File: config.mk
export PLATFORM = sky130hd
export DESIGN_NAME = if_id_stage
export DESIGN_NICKNAME = d
export VERILOG_FILES = /design/src/rtl/riscv_pkg.sv /design/src/rtl/rv_predecode.sv /design/src/rtl/if_id_stage.sv
export SDC_FILE = /design/constraint.sdc
export NUM_CORES = 1
export LEC_CHECK = 0
export BUFFER_PORTS_ARGS = -buffer_cell sky130_fd_sc_hd__buf_4
export CELL_PAD_IN_SITES_DETAIL_PLACEMENT = 2
export CELL_PAD_IN_SITES_GLOBAL_PLACEMENT = 2
export CORE_AREA = 2 2 149 209
export DETAILED_ROUTE_END_ITERATION = 10
export DIE_AREA = 0 0 151 211
export GPL_TIMING_DRIVEN = 0
export PLACE_DENSITY = 0.89
export SYNTH_ARGS = -nofsm -noshare
export SYNTH_HDL_FRONTEND = slang
export SYNTH_HIERARCHICAL = 1
export SYNTH_SLANG_ARGS = --single-unit
File: constraint.sdc
create_clock -name clk -period 1.9 [get_ports clk]
set_input_delay 0.285 -clock clk [delete_from_list [all_inputs] [get_ports clk]]
set_output_delay 0.285 -clock clk [all_outputs]
set_load 0.02 [all_outputs]
File: src/rtl/riscv_pkg.sv
// riscv_pkg -- shared RISC-V constants for the fetch/decode boundary.
//   XLEN_DEFAULT / ILEN_DEFAULT : default PC and instruction widths
//   NOP                         : canonical ADDI x0,x0,0 encoding
//   OPC_*                       : RV64I base opcodes (instruction[6:0])
//   is_rv64i_opcode()           : 1 when a 7-bit opcode is an RV64I base opcode
package riscv_pkg;

   localparam int XLEN_DEFAULT = 64;
   localparam int ILEN_DEFAULT = 32;

   localparam logic [31:0] NOP = 32'h0000_0013;

   localparam logic [6:0] OPC_LOAD      = 7'b000_0011;
   localparam logic [6:0] OPC_STORE     = 7'b010_0011;
   localparam logic [6:0] OPC_OP        = 7'b011_0011;
   localparam logic [6:0] OPC_OP_IMM    = 7'b001_0011;
   localparam logic [6:0] OPC_OP_32     = 7'b011_1011;
   localparam logic [6:0] OPC_OP_IMM_32 = 7'b001_1011;
   localparam logic [6:0] OPC_BRANCH    = 7'b110_0011;
   localparam logic [6:0] OPC_JAL       = 7'b110_1111;
   localparam logic [6:0] OPC_JALR      = 7'b110_0111;
   localparam logic [6:0] OPC_LUI       = 7'b011_0111;
   localparam logic [6:0] OPC_AUIPC     = 7'b001_0111;
   localparam logic [6:0] OPC_SYSTEM    = 7'b111_0011;
   localparam logic [6:0] OPC_MISC_MEM  = 7'b000_1111;

   // Membership test against the RV64I base opcode map.
   function automatic logic is_rv64i_opcode(input logic [6:0] opc);
      logic hit;
      case (opc)
         OPC_LOAD, OPC_STORE, OPC_OP, OPC_OP_IMM, OPC_OP_32, OPC_OP_IMM_32,
         OPC_BRANCH, OPC_JAL, OPC_JALR, OPC_LUI, OPC_AUIPC, OPC_SYSTEM,
         OPC_MISC_MEM: hit = 1'b1;
         default:      hit = 1'b0;
      endcase
      return hit;
   endfunction

endpackage

File: src/rtl/rv_predecode.sv
// rv_predecode -- field slicing and illegal-opcode flag for the decode head.
//   i_valid       : head entry valid
//   i_instruction : head instruction word
//   o_opcode/o_rd/o_rs1/o_rs2/o_funct3/o_funct7 : standard RV field slices
//   o_illegal     : valid and (not a 32-bit encoding or not an RV64I opcode)
module rv_predecode
   import riscv_pkg::*;
#(
   parameter int ILEN = ILEN_DEFAULT
) (
   input  logic            i_valid,
   input  logic [ILEN-1:0] i_instruction,
   output logic [6:0]      o_opcode,
   output logic [4:0]      o_rd,
   output logic [4:0]      o_rs1,
   output logic [4:0]      o_rs2,
   output logic [2:0]      o_funct3,
   output logic [6:0]      o_funct7,
   output logic [0:0]      o_illegal
);

   assign o_opcode = i_instruction[6:0];
   assign o_rd     = i_instruction[11:7];
   assign o_funct3 = i_instruction[14:12];
   assign o_rs1    = i_instruction[19:15];
   assign o_rs2    = i_instruction[24:20];
   assign o_funct7 = i_instruction[31:25];

   // Compressed encodings (low bits != 11) are not supported by this core.
   assign o_illegal = i_valid &
                      ((i_instruction[1:0] != 2'b11) | ~is_rv64i_opcode(i_instruction[6:0]));

endmodule

File: src/rtl/if_id_stage.sv
// if_id_stage -- fetch-to-decode pipeline register built as a 2-entry skid
// buffer (main entry drives id_*, skid entry absorbs one beat of backpressure).
//   clk, reset (sync, active-high)
//   if_valid/if_pc/if_instruction/if_ready : fetch-side handshake
//   id_valid/id_pc/id_instruction/id_ready : decode-side handshake
//   flush : drop every held beat and any same-cycle incoming beat
// Optional: define IF_ID_PREDECODE_EN to add id_opcode, id_rd, id_rs1, id_rs2,
// id_funct3, id_funct7 and id_illegal sliced from the main entry.
module if_id_stage
   import riscv_pkg::*;
#(
   parameter int XLEN = XLEN_DEFAULT,
   parameter int ILEN = ILEN_DEFAULT
) (
   input  logic            clk,
   input  logic            reset,
   input  logic            if_valid,
   input  logic [XLEN-1:0] if_pc,
   input  logic [ILEN-1:0] if_instruction,
   output logic            if_ready,
   input  logic            flush,
   output logic            id_valid,
   output logic [XLEN-1:0] id_pc,
   output logic [ILEN-1:0] id_instruction,
`ifdef IF_ID_PREDECODE_EN
   output logic [6:0]      id_opcode,
   output logic [4:0]      id_rd,
   output logic [4:0]      id_rs1,
   output logic [4:0]      id_rs2,
   output logic [2:0]      id_funct3,
   output logic [6:0]      id_funct7,
   output logic [0:0]      id_illegal,
`endif
   input  logic            id_ready
);

   logic            r_main_valid;
   logic [XLEN-1:0] r_main_pc;
   logic [ILEN-1:0] r_main_instr;
   logic            r_skid_valid;
   logic [XLEN-1:0] r_skid_pc;
   logic [ILEN-1:0] r_skid_instr;

   logic            w_accept;
   logic            w_consume;

   // Ready depends only on the skid flag (and reset), never on id_ready.
   assign if_ready  = ~r_skid_valid & ~reset;
   assign w_accept  = if_valid & if_ready;
   assign w_consume = r_main_valid & id_ready;

   assign id_valid       = r_main_valid;
   assign id_pc          = r_main_pc;
   assign id_instruction = r_main_valid ? r_main_instr : ILEN'(NOP);

   // Skid-buffer state: flush beats everything except reset; PC registers are
   // only written on a data move so id_pc holds its last value when empty.
   always_ff @(posedge clk) begin
      if (reset) begin
         r_main_valid <= 1'b0;
         r_main_pc    <= '0;
         r_main_instr <= '0;
         r_skid_valid <= 1'b0;
         r_skid_pc    <= '0;
         r_skid_instr <= '0;
      end else if (flush) begin
         r_main_valid <= 1'b0;
         r_skid_valid <= 1'b0;
      end else if (r_skid_valid) begin
         // Full: no accept possible; a consume promotes skid into main.
         if (w_consume) begin
            r_main_pc    <= r_skid_pc;
            r_main_instr <= r_skid_instr;
            r_skid_valid <= 1'b0;
         end else begin
            r_skid_valid <= 1'b1;
         end
      end else if (r_main_valid && !w_consume) begin
         // Main is stalled: a new beat parks in the skid entry.
         if (w_accept) begin
            r_skid_pc    <= if_pc;
            r_skid_instr <= if_instruction;
            r_skid_valid <= 1'b1;
         end else begin
            r_skid_valid <= 1'b0;
         end
      end else begin
         // Main empty or draining this edge: new beat goes straight to main.
         if (w_accept) begin
            r_main_pc    <= if_pc;
            r_main_instr <= if_instruction;
            r_main_valid <= 1'b1;
         end else begin
            r_main_valid <= 1'b0;
         end
      end
   end

`ifdef IF_ID_PREDECODE_EN
   rv_predecode #(
      .ILEN          (ILEN)
   ) u_predecode (
      .i_valid       (r_main_valid),
      .i_instruction (r_main_instr),
      .o_opcode      (id_opcode),
      .o_rd          (id_rd),
      .o_rs1         (id_rs1),
      .o_rs2         (id_rs2),
      .o_funct3      (id_funct3),
      .o_funct7      (id_funct7),
      .o_illegal     (id_illegal)
   );
`endif

endmodule

==> flow_summary.toml, run 1 <==
[detailed_routing]
post-route-drc-count = 0
drt_pass1_iterations = 5
antenna_left = 0
via_per_inst = 5.59
routed_wl_mm = 42.1
post_drt_wl_per_cell_um = 23.9
dr.first_iter.drc_count = 485
via_count = 9853

[yosys]
syn-num-nets = 1241
postSynthAreaPerCell_um2 = 8.05
ys_seq_elements = 194
synth_area_um2 = 9170
synthCells = 1140
synthDistinctLibCells = 22
yosysSeqAreaShare = 0.423
synth_warnings = 6

[placed_design]
port-buffer-count = 197
gp_congestion = 0.780
place_hpwl_mm = 28.2

[global_routing]
grt_max_degree = 18
grt_pass1_wl_mm = 62.2
grt_antenna_before_repair = 1
first_global_vias = 10816
overflow = 0
grt_usage = 0.257

[clock_network]
clkSinkCount = 194
cts_max_level = 4
cts_buffers = 17
root_buffer = "clkbuf_16"
holdBufCountCts = 0
clk-insertion-delay-late_ps = 470
max-clock-path-buffers = 2
cts.clk_slew.worst_paths_ps = 80
tritoncts = "yes"

[floorplan]
fp.dieArea_um2 = 31900
die_x_um = 151
pin_count = 199
initial_core_util = 0.307
die_h_um = 211
core_area_um2 = 29800
rows = 75

[sta]
finClkSkew_ps = 11.5
layout_min_cycle_time_ps = 1920
rsz0062_at_grt = "yes"
fin_ws_ps = -19.0
fin_hold_ws_ps = 83.1
relSlewSlack = 0.313
post-route-period-util = 1.01
worstMarginPinSlew_ps = 1030
max_freq_mhz = 521
finalSetupViolCount = 2
hold_violations = 0
drv_slew = 0

[layout]
drive_gt1_frac = 0.266
final_cell_mix = "buf_4 (204), dfxtp_1 (192), o21ai_0 (181)"
utilization = 0.411
final_common_cell = "buf_4"
layout.nets = 1466
area_growth_pct = 33.6

[power_and_ir_drop]
switchingPower_mw = 2.79
combPwrFrac = 0.156
p_per_area_nw_per_um2 = 775
p_leak_nw = 4.57
p_clk_frac = 0.396
p_sw_frac = 0.294
pwr-share-seq = 0.448
max-vdd-ir-drop_v = 0.000494
p_int_mw = 6.71

[critical_path]
worstPathMaxFanout = 7
slowest_stage = "or3b_4"
crit_chain = "or3b_4 -> a211o_1 -> buf_6 -> buf_12 -> buf_12 -> a221oi_2"
start_kind = "flop"
worstSetupEndpointType = "flop"
crit_family = "compound AO/OA/AOI/OAI gates"
worst_path_most_repeated_cell = "buf_12"
cp.depth = 6
critPathRequiredTime_ps = 2250
r2r_slack_ps = -20
critPathBufInv = 3
critPathMaxStageDelay_ps = 390
critPathArrivalTime_ps = 2270
crit_type = "flop to flop"
rr_worst_depth = 6

[worst_hold_path]
hold_depth = 3
hold_path.class = "input port to flop"

[flow_run]
cap_violations = 0

[status]
run_status = "finished with violations"
violations = "negative setup slack"
through the flow:
stage | setup WS [ps] | power [mW] | instances | cell area (um^2) | setup TNS (ps)
after floorplan | 57.8 | 5.05 | 1140 | 9170 | 0
after CTS | 2.84 | 9.45 | 1755 | 11900 | 0
after global placement | -1180 | 5.62 | 1722 | 11100 | -146140
after global routing | -50.1 | 9.81 | 1764 | 12300 | -418
after detailed placement | -1250 | 5.68 | 1722 | 11100 | -157350
final | -19.0 | 9.50 | 1764 | 12300 | -37.1
path summary, 6_finish.rpt:
check | from | to
setup / recovery | r_skid_valid$_SDFF_PP0_ | id_pc[3]$_SDFFE_PP0P_
hold / removal | if_pc[15] | r_skid_pc[15]$_SDFFE_PP0P_
hold reg to reg | r_main_instr[7]$_SDFFE_PP0P_ | r_main_instr[7]$_SDFFE_PP0P_
setup reg to reg | r_skid_valid$_SDFF_PP0_ | id_pc[3]$_SDFFE_PP0P_
power groups by stage:
| stage | registers [mW] | logic, mW | clock network (mW) |
|---|---|---|---|
| 4_1_cts | 4.26 | 1.39 | 3.80 |
| 3_5_place_dp | 4.35 | 1.33 | 0 |
| 2_1_floorplan | 4.42 | 0.630 | 0 |
| 5_1_grt | 4.27 | 1.58 | 3.96 |
| 6_report | 4.26 | 1.48 | 3.76 |
| 3_3_place_gp | 4.35 | 1.27 | 0 |
registers in the layout, indices dropped and copies added, names as in the netlist:
signal,flops
r_skid_valid,1
id_valid,1
r_skid_pc,64
id_pc,64
r_skid_instr,32
r_main_instr,32
area by class of cell:
class | count | area (um^2)
antenna | 1 | 2.50
buffer | 131 | 696
clock buffer | 20 | 467
clock inverter | 12 | 121
fill | 3281 | 17600
inverter | 96 | 360
multi-input combinational | 718 | 4620
sequential | 194 | 3890
tap | 385 | 482
timing repair buffer | 207 | 1620
cell families after synthesis:
family	Yosys count	share of synthesized area
buf+inv	228	0.0992
simple gates	330	0.198
flops	194	0.423
compound gates	388	0.279
timing repair:
item | 4_1_cts | 5_1_grt
setup endpoints to repair | 225 | 84
gates resized for setup | 72 | 62
setup buffers | 2 | 4
pin swaps | 3 | 31
gates cloned | 0 | 4
worst register-to-register path, stage by stage, from the launching register on:
cell and delay, ps:
dfxtp_4 360, or3b_4 390, a211o_1 280, buf_6 160, buf_12 160, buf_12 150, a221oi_2 310
synth_stat cells:
cell type  count  area [um^2]
or3b_4         1         11.3
or3b_2         1         8.76
buf_1          5         18.8
dfxtp_1      194         3880
a221oi_2      40          601
a21oi_1       98          490
a211o_1        1         8.76
nor3b_1        2         15.0
nand2_1        4         15.0
buf_6          5         56.3
o21ai_0      192          961
a2111oi_0      1         8.76
nand2b_1       1         6.26
clkbuf_1     109          409
and2_1        29          181
a221oi_1      56          490
buf_2         13         65.1
nand3_1       96          480
nor2_1         1         3.75
nor3_1        97          485
inv_1         96          360
nor2b_1       98          613
layer usage:
layer	vias to the layer above	part of all wire	track usage
li1	4475	-	-
met1	4954	0.37	0.282
met2	298	0.53	0.459
met3	126	0.040	0.0447
met4	0	0.052	0.148
met5	-	0	0
No activity file was read; power rests on OpenSTA's default activity.
==> inputs of run 2 (changes only) <==
--- a/config.mk
+++ b/config.mk
@@ -13,6 +13,7 @@
 export DIE_AREA = 0 0 151 211
 export GPL_TIMING_DRIVEN = 0
 export PLACE_DENSITY = 0.89
+export SKIP_LAST_GASP = 1
 export SYNTH_ARGS = -nofsm -noshare
 export SYNTH_HDL_FRONTEND = slang
 export SYNTH_HIERARCHICAL = 1
==> flow_summary.toml, run 2 (synthesis gave the netlist of run 1 again) <==
[critical_path]
r2r_slack_ps = -30
critPathRequiredTime_ps = 2250
worstPathMaxFanout = 7
start_kind = "flop"
critPathMaxStageDelay_ps = 390
worst_path_most_repeated_cell = "buf_12"
crit_type = "flop to flop"
worstSetupEndpointType = "flop"
critPathArrivalTime_ps = 2290
crit_chain = "or3b_4 -> a211o_1 -> buf_6 -> buf_12 -> buf_12 -> a221oi_2"
slowest_stage = "or3b_4"

[detailed_routing]
post-route-drc-count = 0
via_per_inst = 5.54
post_drt_wl_per_cell_um = 23.8
dr.first_iter.drc_count = 445
drt_pass1_iterations = 4
routed_wl_mm = 42.0
antenna_left = 0
via_count = 9767

[placed_design]
place_hpwl_mm = 28.2
gp_congestion = 0.780
dpl.cell_count = 1722
port-buffer-count = 197

[layout]
drive_gt1_frac = 0.263
final_cells = 1764
utilization = 0.410
final_common_cell = "buf_4"
final_cell_mix = "buf_4 (204), dfxtp_1 (192), o21ai_0 (181)"
layout.nets = 1466
area_growth_pct = 33.4

[floorplan]
die_x_um = 151
rows = 75
fp.dieArea_um2 = 31900
pin_count = 199
core_area_um2 = 29800
initial_core_util = 0.307
die_h_um = 211

[flow_run]
cap_violations = 0

[status]
violations = "negative setup slack"
run_status = "finished with violations"

[global_routing]
grt_max_degree = 18
first_global_vias = 10816
grt_pass1_wl_mm = 62.2
overflow = 0
grt_antenna_before_repair = 1
grt_usage = 0.257

[clock_network]
root_buffer = "clkbuf_16"
clk-insertion-delay-late_ps = 470
cts_max_level = 4
tritoncts = "yes"
cts.clk_slew.worst_paths_ps = 80
clkSinkCount = 194
cts_buffers = 17
max-clock-path-buffers = 2

[sta]
rsz0062_at_grt = "yes"
layout_min_cycle_time_ps = 1930
drv_slew = 0
hold_violations = 0
max_freq_mhz = 517
post-route-period-util = 1.02
worstMarginPinSlew_ps = 1030
finClkSkew_ps = 14.0
finalSetupViolCount = 4
tns_ps = -39.1
fin_ws_ps = -33.7
relSlewSlack = 0.312
fin_hold_ws_ps = 87.5

[worst_hold_path]
hold_path.class = "input port to flop"

[power_and_ir_drop]
p_leak_nw = 4.57
max-vdd-ir-drop_v = 0.000493
p_per_area_nw_per_um2 = 778
finalPower_mw = 9.53
-- run 2: cell types whose count changed in the layout (fill, tap and decap cells not counted) --
cell,before,now
clkbuf_2,26,27
a221oi_2,45,42
buf_2,19,18
a221oi_1,42,45
-- run 2: final cells by class --
| class | count | area, um^2 |
|---|---|---|
| Clock buffer | 20 | 467 |
| Inverter | 96 | 360 |
| Fill cell | 3285 | 17600 |
| Sequential cell | 194 | 3890 |
| Antenna cell | 1 | 2.50 |
| Timing Repair Buffer | 207 | 1620 |
| Multi-Input combinational cell | 718 | 4600 |
| Clock inverter | 12 | 121 |
| Buffer | 131 | 696 |
| Tap cell | 385 | 482 |
-- run 2: stage by stage --
step	worst slack, ps	cell area, um^2
2_1_floorplan	57.8	9170
3_3_place_gp	-1180	11100
3_5_place_dp	-1250	11100
4_1_cts	2.84	11900
5_1_grt	-48.9	12200
6_report	-33.7	12200
-- run 2: repair_timing --
item | in CTS | in global routing
gates resized for setup | 72 | 58
gates cloned | 0 | 4
endpoints found under the setup margin | 225 | 84
hold buffers | 0 | 0
buffers inserted | 2 | 4
pin swaps | 3 | 31
-- run 2: power by group --
group,leakage [nW],switching (mW),internal (mW),total [mW]
clock,0.289,1.84,1.95,3.79
combinational,2.70,0.895,0.582,1.48
sequential,1.58,0.0791,4.18,4.26
total,4.57,2.82,6.71,9.53
-- run 2: metal layers --
metal / track usage / share of wire / routed length, um / vias to the layer above
met4: 0.148 / 0.050 / 2110 / 0
met5: 0 / 0 / 0 / -
met2: 0.459 / 0.53 / 22400 / 286
met3: 0.0447 / 0.037 / 1570 / 124
li1: - / - / - / 4473
met1: 0.282 / 0.38 / 15900 / 4884
-- run 2: worst max-delay path, delay by kind of cell, from the launching register on --
kind | cells | cell delay [ps]
AO/OA/AOI/OAI | 2 | 600
buffers and inverters | 3 | 470
AND/OR/NAND/NOR | 1 | 390
flip-flops | 1 | 360
-- run 2: worst paths after layout --
check                                                     to                         start  depth (start not counted)
worst min-delay path              r_skid_pc[15]$_SDFFE_PP0P_                     if_pc[15]                          3
worst min register to register  r_main_instr[7]$_SDFFE_PP0P_  r_main_instr[7]$_SDFFE_PP0P_                          2
worst max-delay path                   id_pc[3]$_SDFFE_PP0P_       r_skid_valid$_SDFF_PP0_                          6
worst max register to register         id_pc[3]$_SDFFE_PP0P_       r_skid_valid$_SDFF_PP0_                          6
